### config.mk
export PLATFORM = sky130hd
export DESIGN_NAME = instr_fetch_stage
export DESIGN_NICKNAME = d
export VERILOG_FILES = /design/src/rtl/mips_pkg.sv /design/src/rtl/ifid_pipe_reg.sv /design/src/rtl/instr_fetch_stage.sv
export SDC_FILE = /design/constraint.sdc
export NUM_CORES = 1
export LEC_CHECK = 0
export CORE_ASPECT_RATIO = 0.6
export CORE_MARGIN = 2
export CORE_UTILIZATION = 56
export CTS_BUF_LIST = sky130_fd_sc_hd__clkbuf_8 sky130_fd_sc_hd__clkbuf_16
export DETAILED_ROUTE_END_ITERATION = 8
export HOLD_SLACK_MARGIN = 0.12
export PLACE_DENSITY_LB_ADDON = 0.15
export SYNTH_ARGS = -nofsm -noshare
export SYNTH_HDL_FRONTEND = slang
export SYNTH_SLANG_ARGS = --single-unit
export TNS_END_PERCENT = 30
### constraint.sdc
create_clock -name clk -period 3.7 [get_ports clk]
set_input_delay 0.37 -clock clk [delete_from_list [all_inputs] [get_ports clk]]
set_output_delay 0.37 -clock clk [all_outputs]
set_load 0.03 [all_outputs]
### src/rtl/mips_pkg.sv
// rtl/mips_pkg.sv - shared MIPS-32 opcodes, fetch state encoding and reset defaults
package mips_pkg;

    localparam logic [5:0] OP_RTYPE = 6'b000000;
    localparam logic [5:0] OP_LW    = 6'b100011;
    localparam logic [5:0] OP_SW    = 6'b101011;
    localparam logic [5:0] OP_BEQ   = 6'b000100;
    localparam logic [5:0] OP_J     = 6'b000010;

    // sll $0,$0,0: decodes as R-type with rd=0, so it has no architectural effect
    localparam logic [31:0] NOP_INSTR            = 32'h0000_0000;
    localparam logic [31:0] RESET_VECTOR_DEFAULT = 32'h0000_0000;

    typedef enum logic [1:0] {
        FETCH   = 2'd0,
        HOLD    = 2'd1,
        DISCARD = 2'd2
    } fetch_state_t;

    function automatic logic [31:0] align_word(input logic [31:0] addr);
        return {addr[31:2], 2'b00};
    endfunction

endpackage

### src/rtl/ifid_pipe_reg.sv
// rtl/ifid_pipe_reg.sv - valid/instr/pc4 stage register with stall-hold and flush
module ifid_pipe_reg #(
    parameter logic [31:0] FLUSH_INSTR = mips_pkg::NOP_INSTR
) (
    input  logic        clk,
    input  logic        rst_n,
    input  logic        hold,
    input  logic        flush,
    input  logic        src_valid,
    input  logic [31:0] src_instr,
    input  logic [31:0] src_pc4,
    output logic        valid,
    output logic [31:0] instr,
    output logic [31:0] pc4
);

    // flush beats hold; an invalid slot always carries FLUSH_INSTR
    always_ff @(posedge clk or negedge rst_n) begin
        if (!rst_n) begin
            valid <= 1'b0;
            instr <= FLUSH_INSTR;
            pc4   <= 32'd0;
        end else if (flush) begin
            valid <= 1'b0;
            instr <= FLUSH_INSTR;
        end else if (!hold) begin
            valid <= src_valid;
            instr <= src_valid ? src_instr : FLUSH_INSTR;
            if (src_valid) begin
                pc4 <= src_pc4;
            end
        end
    end

endmodule

### src/rtl/instr_fetch_stage.sv
// rtl/instr_fetch_stage.sv - MIPS-32 IF stage: PC, imem handshake, IF/ID register (opt. IFETCH_PERF_CNT_EN)
module instr_fetch_stage #(
    parameter logic [31:0] RESET_VECTOR = mips_pkg::RESET_VECTOR_DEFAULT,
    parameter logic [31:0] NOP_INSTR    = mips_pkg::NOP_INSTR
) (
    input  logic        clk,
    input  logic        rst_n,
    input  logic        stall,
    input  logic        branch_taken,
    input  logic [31:0] branch_target,
    input  logic        jump,
    input  logic [31:0] jump_target,
    output logic        imem_req,
    output logic [31:0] imem_addr,
    input  logic        imem_ready,
    input  logic [31:0] imem_rdata,
    output logic        ifid_valid,
    output logic [31:0] ifid_instr,
    output logic [31:0] ifid_pc4
`ifdef IFETCH_PERF_CNT_EN
    ,
    output logic [31:0] perf_fetched,
    output logic [31:0] perf_stall_cyc,
    output logic [31:0] perf_flush
`endif
);
    import mips_pkg::*;

    fetch_state_t state, state_next;
    logic [31:0]  pc, pc_next, pc_plus4;
    logic [31:0]  saved_target, saved_next;
    logic [31:0]  skid_instr, skid_pc4;
    logic [31:0]  target, src_instr, src_pc4;
    logic         run, redirect, xfer, skid_load, src_valid;

    assign redirect  = jump | branch_taken;
    assign target    = align_word(jump ? jump_target : branch_target);
    assign pc_plus4  = pc + 32'd4;
    // run keeps the request low until the first edge after reset release
    assign imem_req  = run && (state != HOLD);
    assign imem_addr = pc;
    assign xfer      = imem_req & imem_ready;

    always_comb begin
        state_next = state;
        pc_next    = pc;
        saved_next = saved_target;
        skid_load  = 1'b0;
        src_valid  = 1'b0;
        src_instr  = imem_rdata;
        src_pc4    = pc_plus4;
        case (state)
            FETCH: begin
                if (redirect) begin
                    if (xfer || !run) begin
                        pc_next = target;
                    end else begin
                        saved_next = target;
                        state_next = DISCARD;
                    end
                end else if (xfer) begin
                    pc_next = pc_plus4;
                    if (stall) begin
                        skid_load  = 1'b1;
                        state_next = HOLD;
                    end else begin
                        src_valid = 1'b1;
                    end
                end
            end
            HOLD: begin
                src_instr = skid_instr;
                src_pc4   = skid_pc4;
                if (redirect) begin
                    pc_next    = target;
                    state_next = FETCH;
                end else if (!stall) begin
                    src_valid  = 1'b1;
                    state_next = FETCH;
                end
            end
            DISCARD: begin
                if (redirect) begin
                    saved_next = target;
                end
                if (xfer) begin
                    pc_next    = saved_next;
                    state_next = FETCH;
                end
            end
            default: state_next = FETCH;
        endcase
    end

    always_ff @(posedge clk or negedge rst_n) begin
        if (!rst_n) begin
            state        <= FETCH;
            pc           <= RESET_VECTOR;
            saved_target <= 32'd0;
            skid_instr   <= NOP_INSTR;
            skid_pc4     <= 32'd0;
            run          <= 1'b0;
        end else begin
            state        <= state_next;
            pc           <= pc_next;
            saved_target <= saved_next;
            run          <= 1'b1;
            if (skid_load) begin
                skid_instr <= imem_rdata;
                skid_pc4   <= pc_plus4;
            end
        end
    end

    ifid_pipe_reg #(.FLUSH_INSTR(NOP_INSTR)) u_ifid (
        .clk       (clk),
        .rst_n     (rst_n),
        .hold      (stall),
        .flush     (redirect),
        .src_valid (src_valid),
        .src_instr (src_instr),
        .src_pc4   (src_pc4),
        .valid     (ifid_valid),
        .instr     (ifid_instr),
        .pc4       (ifid_pc4)
    );

`ifdef IFETCH_PERF_CNT_EN
    always_ff @(posedge clk or negedge rst_n) begin
        if (!rst_n) begin
            perf_fetched   <= 32'd0;
            perf_stall_cyc <= 32'd0;
            perf_flush     <= 32'd0;
        end else begin
            if (src_valid && perf_fetched != 32'hFFFF_FFFF) begin
                perf_fetched <= perf_fetched + 32'd1;
            end
            if (stall && perf_stall_cyc != 32'hFFFF_FFFF) begin
                perf_stall_cyc <= perf_stall_cyc + 32'd1;
            end
            if (redirect && perf_flush != 32'hFFFF_FFFF) begin
                perf_flush <= perf_flush + 32'd1;
            end
        end
    end
`endif

endmodule

==> run metrics, run 1 <==
worst-path fanout max=24; Crit Path Category=reg -> reg; nets@finish=1,260; Avg WL per Cell=18.4 um; hold buffers post-CTS=1; DP HPWL=17,700 um; count leader, synth=dfrtp_1; Starting Density=0.573; WP data required=3.99 ns; Final setup viols=0; sequential fraction of the synthesis area=0.499; layout cell share with drive strength beyond 1=0.122; Pleak=5.20 nW; final slew viol count=0; Switching Fraction=0.412; drt pass-1 iters=5; CTS max path bufs=2; io pins=200; Logic pwr share=0.417; crit-path cells=inv_1, ha_1, inv_1, o21ai_0, o22ai_1, a21oi_1, o21ai_0; via count=8,258; Diodes inserted=0; Synth Net Count=1,097; vias in the first global route=7,768; PwrDens=750 mW/mm2; Worst IR Drop VDD=0.460 mV; clock latency on the worst-skew pair=0.44 ns; Top FF cell, synth=dfrtp_1; Synth Cell Area=0.00982 mm2; Flop pwr share=0.383; Pint=5.58 mW; initial antenna violation count=0; Total Wirelength=25,700 um; routability congestion estimate=0.875; YS warnings=0; min cycle time layout=2.92 ns; worst-margin pin slew=0.928 ns; EDFF count, synth=0; Max-Cap Viols=0; final total negative setup slack=0 ns; DP Worst Slack=0.750 ns; Yosys reg bits=196; core footprint=0.0171 mm2; Synth area leader=dfrtp_1; Cell variety after synth=56; P&R area growth vs syn=28.8%; gr busiest metal=met2; crit share post-route=0.790; part of the power in the clock network=0.200; Hold Path Class=in -> reg; fin worst setup slack=0.776 ns; Syn Area/Cell=9.91 um2; Fmax=0.342 GHz; Syn Inst Count=991; Synth top cells by count=dfrtp_1 (196), nand2_1 (111), o21ai_0 (87), a21oi_1 (86), nor2_1 (86); global-route wire length before repair=41,600 um; post_cts resized=0; Setup crit end kind=flop; Post-CTS Setup Inserts=0; largest net degree at the start of global routing=96; Port Buffers=195; Root Driver=clkbuf_16; remaining global-route overflow=0; CTS buffer count=17; antenna viol nets, final=0; RSZ-0062 raised after global routing=false; clk_skew=0.0187 ns; die width=175 um; htree depth=4; via density per instance=5.89; total global-route track usage=0.283; Rows=37; CP startpoint kind=flop; final number of hold-violating endpoints=0; met2 usage=0.427; Synth top area share=0.499; asr flop ratio synth=1.00; slew margin rel.=0.381; CP arrival=3.21 ns; Clk pin slew, worst setup/hold paths=0.07 ns; CTS tree=done; CP top delay family=compound AO/OA/AOI/OAI gates; Psw=3.90 mW; clock sink count=196; GR Layer Usage met1=0.424; largest cells by area after synthesis=dfrtp_1 (50%), mux2_2 (8.0%), mux2i_1 (6.5%); Critical Path Slowest Stage Cell=ha_1; Die Area=0.0186 mm2; Crit path largest cell delay=0.82 ns; met3 usage=0.0528; WP buf/inv=2; DRC Markers=0; Fillers=1,226; Iter 0 DRT Violations=978; status=completed; die height=107 um
-- path summary, 6_finish.rpt --
path / startpoint / to / slack, ns / cells after the start
max in group asynchronous: rst_n / u_ifid.pc4[15] / 2.25 / 3
min in group asynchronous: rst_n / imem_addr[25] / 0.58 / 2
hold reg to reg: u_ifid.pc4[21] / u_ifid.pc4[21] / 0.48 / 1
hold / removal: jump / state[1] / 0.36 / 3
setup / recovery: state[0] / imem_addr[11] / 0.78 / 7
setup reg to reg: state[0] / imem_addr[11] / 0.78 / 7
-- cells in the final DEF (no fill, tap or decap), types with 4 or more instances in the layout --
cell type / instances
xnor2_1: 15
xor2_1: 10
nor4_1: 4
clkinv_8: 6
a21oi_1: 85
o31ai_1: 8
nand3_1: 15
mux2_2: 70
nand2_1: 111
clkdlybuf4s50_1: 193
nor3_1: 9
nor2_1: 86
nand4_1: 10
and4_1: 6
and2_1: 6
inv_1: 8
inv_6: 5
buf_4: 24
a211oi_1: 8
mux2i_1: 64
a22oi_1: 6
and3_1: 4
a2bb2oi_1: 8
a21o_1: 4
o21ai_0: 87
nor2b_1: 4
a22o_1: 5
nand2b_1: 5
o22ai_1: 15
o221ai_1: 13
a221oi_1: 6
dfrtp_1: 196
clkbuf_16: 17
-- per-stage QoR --
stage / area [um2] / utilization / hold WS [ns] / power, mW / instances
2_1_floorplan: 9820 / - / 0.0744 / 6.02 / 991
3_3_place_gp: 12000 / 0.702 / 0.458 / 7.43 / 1368
3_5_place_dp: 12000 / 0.702 / 0.466 / 7.56 / 1368
4_1_cts: 12600 / 0.738 / 0.364 / 9.47 / 1401
5_1_grt: 12600 / 0.738 / 0.404 / 10.0 / 1401
6_report: 12600 / 0.738 / 0.356 / 9.48 / 1401
-- tightest hold or removal path: cells and delay by family --
family,cells,cell delay (ns)
buffers and inverters,1,0.11
multiplexers,1,0.15
AO/OA/AOI/OAI,1,0.11
-- kinds of logic (layout without fill, tap and decap cells) --
logic type | Yosys count | count (layout) | share of synthesized area
AO/OA/AOI/OAI | 269 | 269 | 0.165
flip-flops | 196 | 196 | 0.499
AND/OR/NAND/NOR | 273 | 273 | 0.125
adder cells (fa/ha/maj) | 4 | 4 | 0.00510
buffers and inverters | 89 | 265 | 0.0370
other | 1 | 1 | 0.000382
XOR/XNOR | 25 | 25 | 0.0223
multiplexers | 134 | 134 | 0.146
-- layout make-up --
type | instances | area (um2) | share of cell area
Clock buffer | 18 | 439 | 0.0347
Tap cell | 234 | 293 | 0.0232
Inverter | 10 | 37.5 | 0.00297
Multi-Input combinational cell | 706 | 4590 | 0.363
Sequential cell | 196 | 4900 | 0.388
Clock inverter | 14 | 178 | 0.0141
Timing Repair Buffer | 223 | 2200 | 0.174
-- registers in the layout (all words and copies together) (netlist names) --
register	flops
skid_instr	32
u_ifid.instr	32
run	1
u_ifid.valid	1
u_ifid.pc4	32
imem_addr	32
saved_target	32
state	2
skid_pc4	32
-- routing by layer --
layer / wire (um) / up-vias / part of all wire
met2: 11500 / 328 / 0.45
met4: 255 / 0 / 0.0099
met1: 11900 / 4021 / 0.46
met5: 0 / - / 0
met3: 2010 / 28 / 0.078
li1: - / 3881 / -
-- power by group through the flow --
stage               Sequential [mW]  Combinational [mW]  Clock [mW]
floorplan                      4.02                2.00           0
global placement               3.60                3.83           0
detailed placement             3.64                3.92           0
CTS                            3.61                3.95        1.92
global route                   3.74                4.27        2.01
finish                         3.63                3.95        1.90
Note: power is estimated with default switching activity, not from simulation.
==> run 2, diff against run 1 <==
--- a/config.mk
+++ b/config.mk
@@ -7,7 +7,7 @@
 export LEC_CHECK = 0
 export CORE_ASPECT_RATIO = 0.6
 export CORE_MARGIN = 2
-export CORE_UTILIZATION = 56
+export CORE_UTILIZATION = 52
 export CTS_BUF_LIST = sky130_fd_sc_hd__clkbuf_8 sky130_fd_sc_hd__clkbuf_16
 export DETAILED_ROUTE_END_ITERATION = 8
 export HOLD_SLACK_MARGIN = 0.12
==> constraint.sdc (replaced) <==
create_clock -name clk -period 2.7 [get_ports clk]
set_input_delay 0.27 -clock clk [delete_from_list [all_inputs] [get_ports clk]]
set_output_delay 0.27 -clock clk [all_outputs]
set_load 0.03 [all_outputs]
==> run metrics, run 2 (synthesis results as in run 1) <==
status=completed; crit share post-route=0.951; drt pass-1 iters=6; Setup crit end kind=flop; remaining global-route overflow=0; Fmax=0.390 GHz; P&R area growth vs syn=30.1%; PwrDens=1020 mW/mm2; final slew viol count=0; Avg WL per Cell=18.4 um; CP startpoint kind=flop; CTS tree=done; cell area after placement=0.0122 mm2; global-route wire length before repair=42,700 um; Post-CTS Setup Inserts=0; post-route cell area=0.0128 mm2; routability congestion estimate=0.888; clock latency on the worst-skew pair=0.43 ns; final number of hold-violating endpoints=0; die height=110 um; io pins=200; Hold Path Class=in -> async; DP Worst Slack=0.145 ns; Clk pin slew, worst setup/hold paths=0.08 ns; layout cell share with drive strength beyond 1=0.134; via density per instance=5.83; htree depth=4; fin worst setup slack=0.133 ns; initial antenna violation count=0; Crit Path Category=reg -> reg; via count=8,299; final core utilization=0.698; Die Area=0.0200 mm2; largest net degree at the start of global routing=93; commonest cells after routing, fill and taps aside=dfrtp_1 (196), clkdlybuf4s50_1 (193), nand2_1 (111), o21ai_0 (87), nor2_1 (86); die width=181 um; total global-route track usage=0.267; DP HPWL=18,400 um; CTS buffer count=17; Worst IR Drop VDD=0.632 mV; Diodes inserted=0; CTS max path bufs=2; min cycle time layout=2.57 ns; worst-path fanout max=20; worst-margin pin slew=1.05 ns; Rows=38; Iter 0 DRT Violations=798; Port Buffers=195; Total Wirelength=26,100 um; vias in the first global route=8,073; Final setup viols=0; RSZ-0062 raised after global routing=false; final total negative setup slack=0 ns; slew margin rel.=0.297; Max-Cap Viols=0; core footprint=0.0183 mm2; Starting Density=0.536; most common cell after layout, fill and taps aside=dfrtp_1; nets@finish=1,278; Pleak=5.28 nW; Root Driver=clkbuf_16; clock sink count=196; WP data required=3.04 ns; antenna viol nets, final=0; Total Power=13.0 mW; DRC Markers=0; CP arrival=2.90 ns; clk_skew=0.0119 ns
==> run 2: what timing repair did <==
item | 4_1_cts | 5_1_grt
setup endpoints to repair | 0 | 2
gates resized for setup | 0 | 1
hold buffers | 1 | 0
endpoints found under the hold margin | 60 | 0
==> run 2: per-layer routing <==
metal / part of all wire / global-route usage / routed length, um
met5: 0 / 0 / 0
met2: 0.45 / 0.399 / 11600
met3: 0.079 / 0.0653 / 2060
met1: 0.47 / 0.397 / 12300
met4: 0.0070 / 0.0504 / 184
==> run 2: worst max-delay path: stages, from the launching register on <==
cell      delay [ns]
dfrtp_1         0.48
inv_1           0.10
ha_1            0.35
a211oi_1        0.49
buf_4           0.21
o22a_1          0.18
buf_4           0.30
nand2_1         0.18
o21ai_0         0.20
==> run 2: area by class of cell <==
type                       count  area, um2
clock buffer                  17        425
multi-input combinational    706       4600
sequential                   196       4900
fill                        1440       5530
tap                          240        300
clock inverter                14        144
timing repair buffer         241       2360
inverter                      10       37.5
==> run 2: path summary, 6_finish.rpt <==
path / start / to / slack, ns / depth (start not counted)
max in group asynchronous: rst_n / skid_pc4[18] / 1.52 / 3
min: rst_n / saved_target[23] / 0.39 / 2
max reg2reg: state[0] / imem_addr[17] / 0.13 / 8
max: state[0] / imem_addr[17] / 0.13 / 8
min in group clk: imem_rdata[4] / skid_instr[4] / 0.47 / 2
min reg2reg: u_ifid.instr[24] / u_ifid.instr[24] / 0.48 / 2
==> run 2: power by group <==
part           internal (mW)  switching (mW)  total (mW)
registers               4.03           0.886        4.92
clock network           1.23            1.23        2.45
logic                   2.46            3.19        5.65
==> run 2: stage by stage <==
step	cells	hold slack [ns]
floorplan	991	-0.0256
global placement	1392	0.299
detailed placement	1392	0.302
CTS	1424	0.418
global route	1424	0.422
finish	1424	0.394
==> run 3, diff against run 2 <==
--- a/config.mk
+++ b/config.mk
@@ -6,7 +6,7 @@
 export NUM_CORES = 1
 export LEC_CHECK = 0
 export CORE_ASPECT_RATIO = 0.6
-export CORE_MARGIN = 2
+export CORE_MARGIN = 10
 export CORE_UTILIZATION = 52
 export CTS_BUF_LIST = sky130_fd_sc_hd__clkbuf_8 sky130_fd_sc_hd__clkbuf_16
 export DETAILED_ROUTE_END_ITERATION = 8
==> run metrics, run 3 (synthesis results as in run 1) <==
commonest cells after routing, fill and taps aside=dfrtp_1 (196), clkdlybuf4s50_1 (193), nand2_1 (111), o21ai_0 (87), nor2_1 (86); worst-path fanout max=14; nets@finish=1,278; Die Area=0.0250 mm2; WP data required=3.04 ns; io pins=200; via density per instance=5.77; Hold Path Class=in -> async; Max-Cap Viols=0; Crit Path Category=reg -> reg; Avg WL per Cell=19.3 um; most common cell after layout, fill and taps aside=dfrtp_1; CP startpoint kind=flop; Final setup viols=0; Fillers=1,441; Total Power=13.1 mW; Clk pin slew, worst setup/hold paths=0.08 ns; RSZ-0062 raised after global routing=false; clock latency on the worst-skew pair=0.44 ns; slew margin rel.=0.399; antenna viol nets, final=0; htree depth=4; initial antenna violation count=0; final core utilization=0.700; Pleak=5.29 nW; Logic pwr share=0.429; layout cell share with drive strength beyond 1=0.134; Port Buffers=195; min cycle time layout=2.40 ns; remaining global-route overflow=0; Reg2Reg Setup Slack=0.30 ns; CTS max path bufs=2; Switching Fraction=0.400; part of the power in the clock network=0.199; Psw=5.25 mW; status=completed; routability congestion estimate=0.867; worst-margin pin slew=0.892 ns; final total negative setup slack=0 ns; DRC Markers=0; Diodes inserted=0; post_cts resized=0; core footprint=0.0183 mm2; crit share post-route=0.889; Starting Density=0.536; cell area after placement=0.0122 mm2; global-route wire length before repair=44,100 um; final slew viol count=0; vias in the first global route=7,971; CP arrival=2.74 ns; Iter 0 DRT Violations=662; Multi-input gate area=0.00459 mm2; drt pass-1 iters=5; Rows=38; clk_skew=0.0146 ns; CTS buffer count=17; Fmax=0.417 GHz; final number of hold-violating endpoints=0; post-route cell area=0.0128 mm2; r2r worst-path depth=6; die height=126 um; CTS tree=done; register area=0.00490 mm2; via count=8,224; total global-route track usage=0.220; Setup crit end kind=flop; PwrDens=1020 mW/mm2; Flop pwr share=0.372; die width=197 um; Total Wirelength=27,500 um; DP HPWL=20,100 um; clock sink count=196; P&R area growth vs syn=30.4%; Root Driver=clkbuf_16; Pint=7.86 mW; largest net degree at the start of global routing=93; Worst IR Drop VDD=0.757 mV
## run 3: metal layers
metal  vias up  part of all wire  GRT usage
li1       3918                 -          -
met1      4034              0.47      0.314
met2       254              0.44      0.332
met3        18             0.083     0.0578
met4         0            0.0061     0.0419
met5         -                 0          0
## run 3: area by class of cell
cell class	instances	area share
flip-flops and latches	196	0.383
multi-input cells	706	0.358
repair buffers	241	0.185
clock buffers	17	0.0332
well taps	240	0.0234
clock inverters	15	0.0136
inverters	10	0.00293
## run 3: worst paths after layout
path / startpoint / endpoint
setup reg to reg: state[0] / u_ifid.pc4[20]
setup / recovery: state[0] / u_ifid.pc4[20]
hold reg to reg: u_ifid.instr[25] / u_ifid.instr[25]
min in group clk: imem_rdata[9] / skid_instr[9]
hold / removal: rst_n / saved_target[17]
max in group asynchronous: rst_n / u_ifid.pc4[17]
## run 3: worst max-delay path: stages, from the launching register on
cell and delay [ns]:
dfrtp_1 0.46, inv_1 0.12, ha_1 0.37, a31oi_1 0.12, or3_2 0.52, nand2b_1 0.42
o221ai_1 0.30
## run 3: power groups by stage
stage	Sequential [mW]	Combinational, mW	Clock [mW]
after floorplan	5.51	2.74	0
after global placement	4.86	5.52	0
after detailed placement	4.91	5.61	0
after CTS	4.86	5.65	2.64
after global routing	5.02	6.15	2.76
final	4.88	5.63	2.60
## run 3: through the flow
step	hold slack, ns	setup slack (ns)	instances
finish	0.404	0.300	1425
global route	0.465	0.117	1425
CTS	0.430	0.285	1425
detailed placement	0.325	0.318	1392
global placement	0.329	0.363	1392
floorplan	-0.0256	0.269	991
## run 3: repair_timing
item,in CTS,in global routing
buffers inserted,0,0
hold endpoints to repair,67,0
hold buffers,1,0
